--- src/rtl/piano_pkg.sv ---
// Shared definitions for the piano keyboard logic.
//   NUM_KEYS / KEY_IDX_W : eight keys C4..C5, encoded in 3 bits.
//   NOTE_LIMIT           : divider terminal counts, one per key.
//   voice_state_e        : per-voice allocation state.
package piano_pkg;

  localparam int NUM_KEYS     = 8;
  localparam int KEY_IDX_W    = 3;
  // Narrowest period width that still holds every NOTE_LIMIT entry.
  localparam int NOTE_LIMIT_W = 17;

  localparam int unsigned NOTE_LIMIT [NUM_KEYS] = '{
    95566, 85121, 75850, 71592, 63776, 56818, 50618, 47774
  };

  typedef logic [KEY_IDX_W-1:0] key_idx_t;

  typedef enum logic {
    FREE   = 1'b0,
    ACTIVE = 1'b1
  } voice_state_e;

endpackage

--- src/rtl/voice_allocator_if.sv ---
// Bundle between the key conditioners, the voice allocator and the voice
// dividers.
//   key_down     : debounced key levels, bit k = note k.
//   voice_en     : voice v is sounding.
//   voice_period : terminal count, slice v = [v*PERIOD_W +: PERIOD_W].
//   voice_key    : owning key index, slice v = [v*3 +: 3].
//   voice_load   : 1-cycle pulse, voice v restarts its divider from 0.
//   dropped      : 1-cycle pulse, a press was denied for lack of a voice.
//   busy         : all voices are allocated.
// master = allocator side, slave = key/divider side.
interface voice_allocator_if #(
  parameter int NUM_VOICES = 4,
  parameter int PERIOD_W   = 17
);
  import piano_pkg::*;

  logic [NUM_KEYS-1:0]            key_down;
  logic [NUM_VOICES-1:0]          voice_en;
  logic [NUM_VOICES*PERIOD_W-1:0] voice_period;
  logic [NUM_VOICES*KEY_IDX_W-1:0] voice_key;
  logic [NUM_VOICES-1:0]          voice_load;
  logic                           dropped;
  logic                           busy;

  modport master (
    input  key_down,
    output voice_en, voice_period, voice_key, voice_load, dropped, busy
  );

  modport slave (
    output key_down,
    input  voice_en, voice_period, voice_key, voice_load, dropped, busy
  );

endinterface

--- src/rtl/note_period_rom.sv ---
// Combinational key index -> divider terminal count lookup.
//   key_idx : note index 0 (C4) .. 7 (C5).
//   period  : NOTE_LIMIT[key_idx], zero-extended/truncated to PERIOD_W.
module note_period_rom
  import piano_pkg::*;
#(
  parameter int PERIOD_W = 17
) (
  input  key_idx_t            key_idx,
  output logic [PERIOD_W-1:0] period
);

  always_comb begin
    period = PERIOD_W'(NOTE_LIMIT[key_idx]);
  end

endmodule

--- src/rtl/voice_allocator.sv ---
// Shares NUM_VOICES tone-divider voices among the eight piano keys.
// One key is evaluated per cycle by a free-running round-robin scan pointer;
// a newly pressed key takes the lowest-index free voice, a released key
// returns its voice. All outputs are registered.
//   clk   : system clock.
//   reset : synchronous, active-high.
//   bus   : voice_allocator_if master modport (key_down in, voice outputs).
module voice_allocator
  import piano_pkg::*;
#(
  parameter int NUM_VOICES = 4,
  parameter int PERIOD_W   = 17
) (
  input  logic                clk,
  input  logic                reset,
  voice_allocator_if.master   bus
);

  if (PERIOD_W < NOTE_LIMIT_W) begin : g_bad_period_w
    $error("voice_allocator: PERIOD_W must be at least 17");
  end
  if (NUM_VOICES < 1 || NUM_VOICES > 8) begin : g_bad_num_voices
    $error("voice_allocator: NUM_VOICES must be 1..8");
  end

  // Scan and allocation state.
  key_idx_t     scan_ptr;
  voice_state_e voice_state [NUM_VOICES];
  logic [NUM_KEYS-1:0] assigned;
  logic [NUM_KEYS-1:0] denied;
  key_idx_t     owner_voice [NUM_KEYS];

  // Free-voice priority encoder results.
  logic [NUM_VOICES-1:0] free_vec;
  key_idx_t              free_idx;
  logic                  any_free;
  logic                  last_free;

  logic [PERIOD_W-1:0]   rom_period;
  logic                  cur_down;

  note_period_rom #(.PERIOD_W(PERIOD_W)) u_rom (
    .key_idx (scan_ptr),
    .period  (rom_period)
  );

  assign cur_down = bus.key_down[scan_ptr];

  // NOTE: every variable written in always_comb gets a default first so no
  // path leaves it unassigned and no latch is inferred.
  always_comb begin
    free_vec = '0;
    free_idx = '0;
    any_free = 1'b0;
    for (int v = 0; v < NUM_VOICES; v++) begin
      free_vec[v] = (voice_state[v] == FREE);
    end
    // Walk downward so the lowest-index free voice wins.
    for (int v = NUM_VOICES - 1; v >= 0; v--) begin
      if (free_vec[v]) begin
        free_idx = key_idx_t'(v);
        any_free = 1'b1;
      end
    end
    // Exactly one voice free: granting it makes the pool full.
    last_free = any_free && ((free_vec & (free_vec - NUM_VOICES'(1))) == '0);
  end

  always_comb begin
    bus.voice_en = '0;
    for (int v = 0; v < NUM_VOICES; v++) begin
      bus.voice_en[v] = (voice_state[v] == ACTIVE);
    end
  end

  // NOTE: sequential state uses non-blocking assignments only, so every
  // register samples pre-edge values regardless of statement order.
  always_ff @(posedge clk) begin
    if (reset) begin
      scan_ptr         <= '0;
      assigned         <= '0;
      denied           <= '0;
      bus.voice_period <= '0;
      bus.voice_key    <= '0;
      bus.voice_load   <= '0;
      bus.dropped      <= 1'b0;
      bus.busy         <= 1'b0;
      for (int v = 0; v < NUM_VOICES; v++) begin
        voice_state[v] <= FREE;
      end
      // NOTE: the small per-key flag arrays are real control state and must
      // be reset; a stale owner entry would free the wrong voice later.
      for (int k = 0; k < NUM_KEYS; k++) begin
        owner_voice[k] <= '0;
      end
    end else begin
      scan_ptr       <= scan_ptr + key_idx_t'(1);
      bus.voice_load <= '0;
      bus.dropped    <= 1'b0;

      if (cur_down && !assigned[scan_ptr]) begin
        if (any_free) begin
          // Grant: lowest free voice starts this note from a fresh divider.
          for (int v = 0; v < NUM_VOICES; v++) begin
            if (key_idx_t'(v) == free_idx) begin
              voice_state[v]                          <= ACTIVE;
              bus.voice_period[v*PERIOD_W +: PERIOD_W] <= rom_period;
              bus.voice_key[v*KEY_IDX_W +: KEY_IDX_W]  <= scan_ptr;
              bus.voice_load[v]                       <= 1'b1;
            end
          end
          assigned[scan_ptr]    <= 1'b1;
          denied[scan_ptr]      <= 1'b0;
          owner_voice[scan_ptr] <= free_idx;
          bus.busy              <= last_free;
        end else if (!denied[scan_ptr]) begin
          // Report a denial once per press; later passes retry silently.
          bus.dropped      <= 1'b1;
          denied[scan_ptr] <= 1'b1;
        end
      end else if (!cur_down && assigned[scan_ptr]) begin
        // Release: period and key outputs keep their last value.
        for (int v = 0; v < NUM_VOICES; v++) begin
          if (key_idx_t'(v) == owner_voice[scan_ptr]) begin
            voice_state[v] <= FREE;
          end
        end
        assigned[scan_ptr] <= 1'b0;
        bus.busy           <= 1'b0;
      end else if (!cur_down) begin
        denied[scan_ptr] <= 1'b0;
      end
    end
  end

endmodule

--- src/flat_wrapper.sv ---
// flat-port wrapper written by rule: the top's interface ports become plain ports
module voice_allocator_flat import piano_pkg::*;
#(
  parameter int NUM_VOICES = 4,
  parameter int PERIOD_W   = 17
)
  (clk, reset, bus_key_down, bus_voice_en, bus_voice_period, bus_voice_key, bus_voice_load, bus_dropped, bus_busy);
  voice_allocator_if #(.NUM_VOICES(NUM_VOICES), .PERIOD_W(PERIOD_W)) bus_i ();
  input  logic clk;
  input  logic reset;
  input wire logic [$bits(bus_i.key_down)-1:0] bus_key_down;
  output wire logic [$bits(bus_i.voice_en)-1:0] bus_voice_en;
  output wire logic [$bits(bus_i.voice_period)-1:0] bus_voice_period;
  output wire logic [$bits(bus_i.voice_key)-1:0] bus_voice_key;
  output wire logic [$bits(bus_i.voice_load)-1:0] bus_voice_load;
  output wire logic [$bits(bus_i.dropped)-1:0] bus_dropped;
  output wire logic [$bits(bus_i.busy)-1:0] bus_busy;
  assign bus_i.key_down = bus_key_down;
  assign bus_voice_en = bus_i.voice_en;
  assign bus_voice_period = bus_i.voice_period;
  assign bus_voice_key = bus_i.voice_key;
  assign bus_voice_load = bus_i.voice_load;
  assign bus_dropped = bus_i.dropped;
  assign bus_busy = bus_i.busy;
  voice_allocator #(.NUM_VOICES(NUM_VOICES), .PERIOD_W(PERIOD_W)) u_core (.clk(clk), .reset(reset), .bus(bus_i));
endmodule
--- config.mk ---
export PLATFORM = sky130hd
export DESIGN_NAME = voice_allocator_flat
export DESIGN_NICKNAME = d
export VERILOG_FILES = /design/src/rtl/piano_pkg.sv /design/src/rtl/voice_allocator_if.sv /design/src/rtl/note_period_rom.sv /design/src/rtl/voice_allocator.sv /design/src/flat_wrapper.sv
export SDC_FILE = /design/constraint.sdc
export NUM_CORES = 1
export LEC_CHECK = 0
export CORE_MARGIN = 1.5
export CORE_UTILIZATION = 52
export DETAILED_ROUTE_END_ITERATION = 16
export PLACE_DENSITY = 0.78
export RECOVER_POWER = 50
export REMOVE_ABC_BUFFERS = 1
export SETUP_SLACK_MARGIN = 0.2
export SYNTH_ARGS = -nofsm -noshare
export SYNTH_HDL_FRONTEND = slang
export SYNTH_HIERARCHICAL = 1
export SYNTH_SLANG_ARGS = --single-unit
--- constraint.sdc ---
create_clock -name clk -period 3.5 [get_ports clk]
set_clock_uncertainty 0.15 [all_clocks]
set_input_delay 0.875 -clock clk [delete_from_list [all_inputs] [get_ports clk]]
set_output_delay 0.875 -clock clk [all_outputs]
set_load 0.03 [all_outputs]
---- Word-level counts from Yosys, hierarchy flattened ----
Memory sizes are Yosys's and may differ from the RTL's. A register that Yosys moved wholly into a read port is not among the register bits.
Cells that the tools add are included.
operators by class
  equality and inequality tests ........... 10
  reduce and logical (&&, ||, !) cells .... 19
  bitwise logic cells ..................... 21
  add/subtract/negate cells ............... 2
  multiply operators ...................... 0
  divide/modulo/power cells ............... 0
  magnitude comparators ................... 3
  muxes and demuxes ....................... 88
  shift operators ......................... 0
operators by type and width
  operator                                                                       count
  1-bit 2-to-1 mux                                                               67
  8-bit 2-to-1 mux                                                               8
  17-bit 2-to-1 mux                                                              2
  3-bit 2-to-1 mux                                                               6
  8-bit bitwise AND                                                              2
  8-bit bitwise OR                                                               2
  3-bit AND reduction                                                            5
  2-bit by 3-bit == test with 1-bit output (first input constant)                4
  1-bit binary-select mux with 3-bit select                                      3
  3-bit OR reduction                                                             3
  8-bit inverter                                                                 1
  1-bit bitwise OR                                                               8
  1-bit by 3-bit == test with 1-bit output (first input constant)                2
  3-bit zero test                                                                2
  1-bit inverter                                                                 6
  4-bit bitwise AND                                                              1
  4-bit >= comparator (second input constant)                                    1
  1-bit logical AND                                                              4
  4-bit zero test                                                                1
  3-bit by 4-bit less-than comparator with 1-bit output (second input constant)  1
  2-bit by 1-bit inequality test with 1-bit output (second input constant)       2
  3-bit inverter with 4-bit output                                               1
  4-bit by 1-bit subtractor with 4-bit output (second input constant)            1
  3-bit by 1-bit adder with 3-bit output (second input constant)                 1
  8 further kinds                                                                9
word-level totals
  output and inout bits ................... 90
  memory bits (writable) .................. 28
  memory bits (read-only) ................. 256
  logic and storage cells ................. 160
  memories kept ........................... 3
  bits in latches ......................... 0
  register bits after elaboration ......... 105
memory list
  memory              words  bits a word  rd ports  clocked after Yosys merged registers in  write ports  line                   source
  (name not given)    8      32           1         0                                        0            note_period_rom.sv:14  period = PERIOD_W'(NOTE_LIMIT[key_idx]);
  u_core.owner_voice  8      3            1         1                                        8            voice_allocator.sv:31  key_idx_t owner_voice [NUM_KEYS];
  u_core.voice_state  4      1            4         0                                        4            voice_allocator.sv:28  voice_state_e voice_state [NUM_VOICES];

---- Logic depth before layout (Yosys ltp) ----
An unclocked memory read counts as a cell.
  depth in word-level cells ............... 13
  depth in mapped cells ................... 9
  mapped depth without buffers ............ 6

---- Hierarchy ----
Netlist, hierarchy kept.
by module, submodules not included
  module           times used  area an instance (um2)  cells an instance  sequential area each (um2)
  voice_allocator  1           5,186.2                 490                2,672.6
  note_period_rom  1           252.7                   34                 0.0

---- Least setup slack after synthesis ----
OpenSTA, ideal clock, no wires.
  kind .................................... in2reg
  from .................................... input bus_key_down[6]
  to ...................................... memory u_core/owner_voice[0][0] (netlist bit), enable pin
  data arrival time ....................... 1,993 ps
  path buffers ............................ 0
  stages .................................. 5
  slack ................................... 1,059 ps
  path through ............................ mux2i_1 -> o21a_1 -> a2111oi_4 -> o21ai_0 -> nand2_1
RTL lines
  element          line                   source
  start, declared  flat_wrapper.sv:11     input wire logic [$bits(bus_i.key_down)-1:0] bus_key_down;
  end, declared    voice_allocator.sv:31

==> flow_summary.toml <==
[outcome]
status = "complete, no violations"

[place]
dpl.hpwl_microns = 9253
routabilityCongestion = 0.8625
place_ws_ps = 125.1
numPortBuffers = 99

[cells_and_area]
nets = 633
multiInputGateArea_sq_mm = 0.002441
num-fill-cells = 771
synthToLayoutAreaGrowth_pct = 30.18
antennaDiodeCount = 0
register_area_sq_mm = 0.002674
layout-drive-gt1-share_pct = 12.94
final_cell_mix = "107 x dfxtp_1, 86 x dlygate4sd3_1, 77 x nand2_1, 48 x mux2i_1, 31 x nor2_1"
final_common_cell = "dfxtp_1"

[clock_network]
postCtsSetupBuffers = 0
cts_buffers = 17
clockBufferDepth = 2
clkLatencyLatePin_ps = 530
cts_tree = "yes"
clkTransAtPathRegs_ps = 60
hold_buffers = 0
cts_resized = 0
h-tree-depth = 4
cts_sinks = 125
ctsRootBufferMaster = "clkbuf_8"

[sta]
final_hold_viol_count = 0
setup_slack_ps = 356.5
tightest_slew_ps = 939.3
grt_setup_unrepaired = "false"
max_freq_mhz = 318.1
setup_viol = 0
min_period_ps = 3143
drv_slew = 0
post-route-period-util_pct = 89.81
slew_headroom_pct = 37.37

[grt]
grt_pass1_vias = 4487
grt_pass1_wl_microns = 22920
grt_max_degree = 80
grtUsageTotal_pct = 26.39
gr-total-overflow = 0
antenna_found_initial = 0

[route]
vias = 4549
wirelength_microns = 14190
wl_per_cell_microns = 18.62
final_antenna_net_count = 0
route.detailed.drc = 0
routed_via_density = 5.970
drt_pre_antenna_iters = 5
drt_iter0_markers = 371

[pwr]
totalPowerFinal_mw = 3.954
p_per_area_mw_per_mm2 = 558.4
ir_drop_mv = 0.2765
p_leak_nw = 3.075

[worst_hold_path]
hp-start = "u_core/bus.voice_period[11]"
hold_depth = 2
hp-class = "reg -> reg"

[synth]
synth_cell_types = 54
async_reset_ff_share_pct = 0
synth_cells = 524
yosys_most_used_dff = "dfxtp_1"
ys_seq_area_share_pct = 49.14
synth-edff-count = 17
synth_seq_cells = 125
syn-cell-area_sq_mm = 0.005439
syn_area_per_cell_sq_um = 10.38
ys_warn_count = 6

[floorplan]
io_pins = 100
start_util_pct = 53.16
num_rows = 37
die-area_sq_mm = 0.01108
design.core.area_sq_mm = 0.01023
die_h_microns = 105.3
dieWidth_microns = 105.3

[critical_path]
cp.arrival_ps = 3220
rr_worst_depth = 4
timing.rr.start = "u_core/scan_ptr[0]"
reg2reg_setup_slack_ps = 360
required_ps = 3580
critPathKind = "reg -> reg"
cp-end-kind = "flip-flop"
regToRegEndpoint = "u_core/owner_voice[1][0]"
cp-start-kind = "flip-flop"
cp-startpoint = "u_core/scan_ptr[0]"
critPathCapture = "u_core/owner_voice[1][0]"
path_max_fanout = 15

[flow_run]
drv_cap = 0
## worst max-delay path, stage by stage, from the launching register on
cell       delay, ps
dfxtp_1          720
mux4_2           650
a2111oi_2        830
o21ai_0          300
nand2_1          190
## synthesized netlist by cell type (9+ instances only)
cell | count | area share, %
dfxtp_1 | 108 | 40
nand2_1 | 77 | 5.3
mux2i_1 | 48 | 8.8
nor2_1 | 31 | 2.1
clkbuf_1 | 24 | 1.7
a32o_1 | 22 | 4.0
a21oi_1 | 20 | 1.8
a32o_2 | 18 | 3.7
edfxtp_1 | 17 | 9.4
inv_1 | 15 | 1.0
a221oi_1 | 10 | 1.6
buf_2 | 10 | 0.92
buf_4 | 9 | 1.2
## per-stage QoR
step,utilization (%),hold WS [ps],TNS [ps],area (sq um),cells
floorplan,-,285.1,-15150,5175,476
global placement,64.05,292.9,0,6553,732
detailed placement,64.05,300.7,0,6553,732
CTS,69.50,308.8,0,7111,762
global route,69.21,330.9,0,7081,762
finish,69.21,304.6,0,7081,762
## per-layer routing
layer  routed length [microns]  GRT usage [%]  part of all wire [%]
met5                         0              0                     0
met4                       199          9.393                   1.4
met3                       926          6.061                   6.5
met2                      6788          42.06                    48
met1                      6270          35.23                    44
## logic make-up (layout without fill, tap and decap cells)
family,Yosys count,after routing,synth area share (%)
AO/OA/AOI/OAI,125,125,19.90
XOR/XNOR,2,2,0.3221
adder cells (fa/ha/maj),8,8,1.840
buffers and inverters,66,168,6.096
flip-flops,125,125,49.14
multiplexers,55,55,11.11
AND/OR/NAND/NOR,143,143,11.59
## layout make-up
| class | count | area share (%) |
|---|---|---|
| Inverter | 18 | 0.9719 |
| Tap cell | 136 | 2.403 |
| Timing Repair Buffer | 120 | 16.50 |
| Clock buffer | 22 | 6.715 |
| Multi-Input combinational cell | 333 | 34.48 |
| Sequential cell | 125 | 37.76 |
| Clock inverter | 8 | 1.166 |
## worst min path at each step
stage,end
CTS,u_core/bus.voice_key[1]
global route,u_core/bus.voice_period[11]
global placement,u_core/bus.voice_key[2]
floorplan,flip-flop
detailed placement,u_core/bus.voice_period[9]
finish,u_core/bus.voice_period[11]
## where the power goes
part           total, mW  switching, mW  internal [mW]
Sequential          1.60         0.0595           1.54
Clock               1.65          0.627           1.02
Combinational      0.708          0.448          0.260
Total               3.95           1.13           2.82
(Power assumes the default switching activity.)
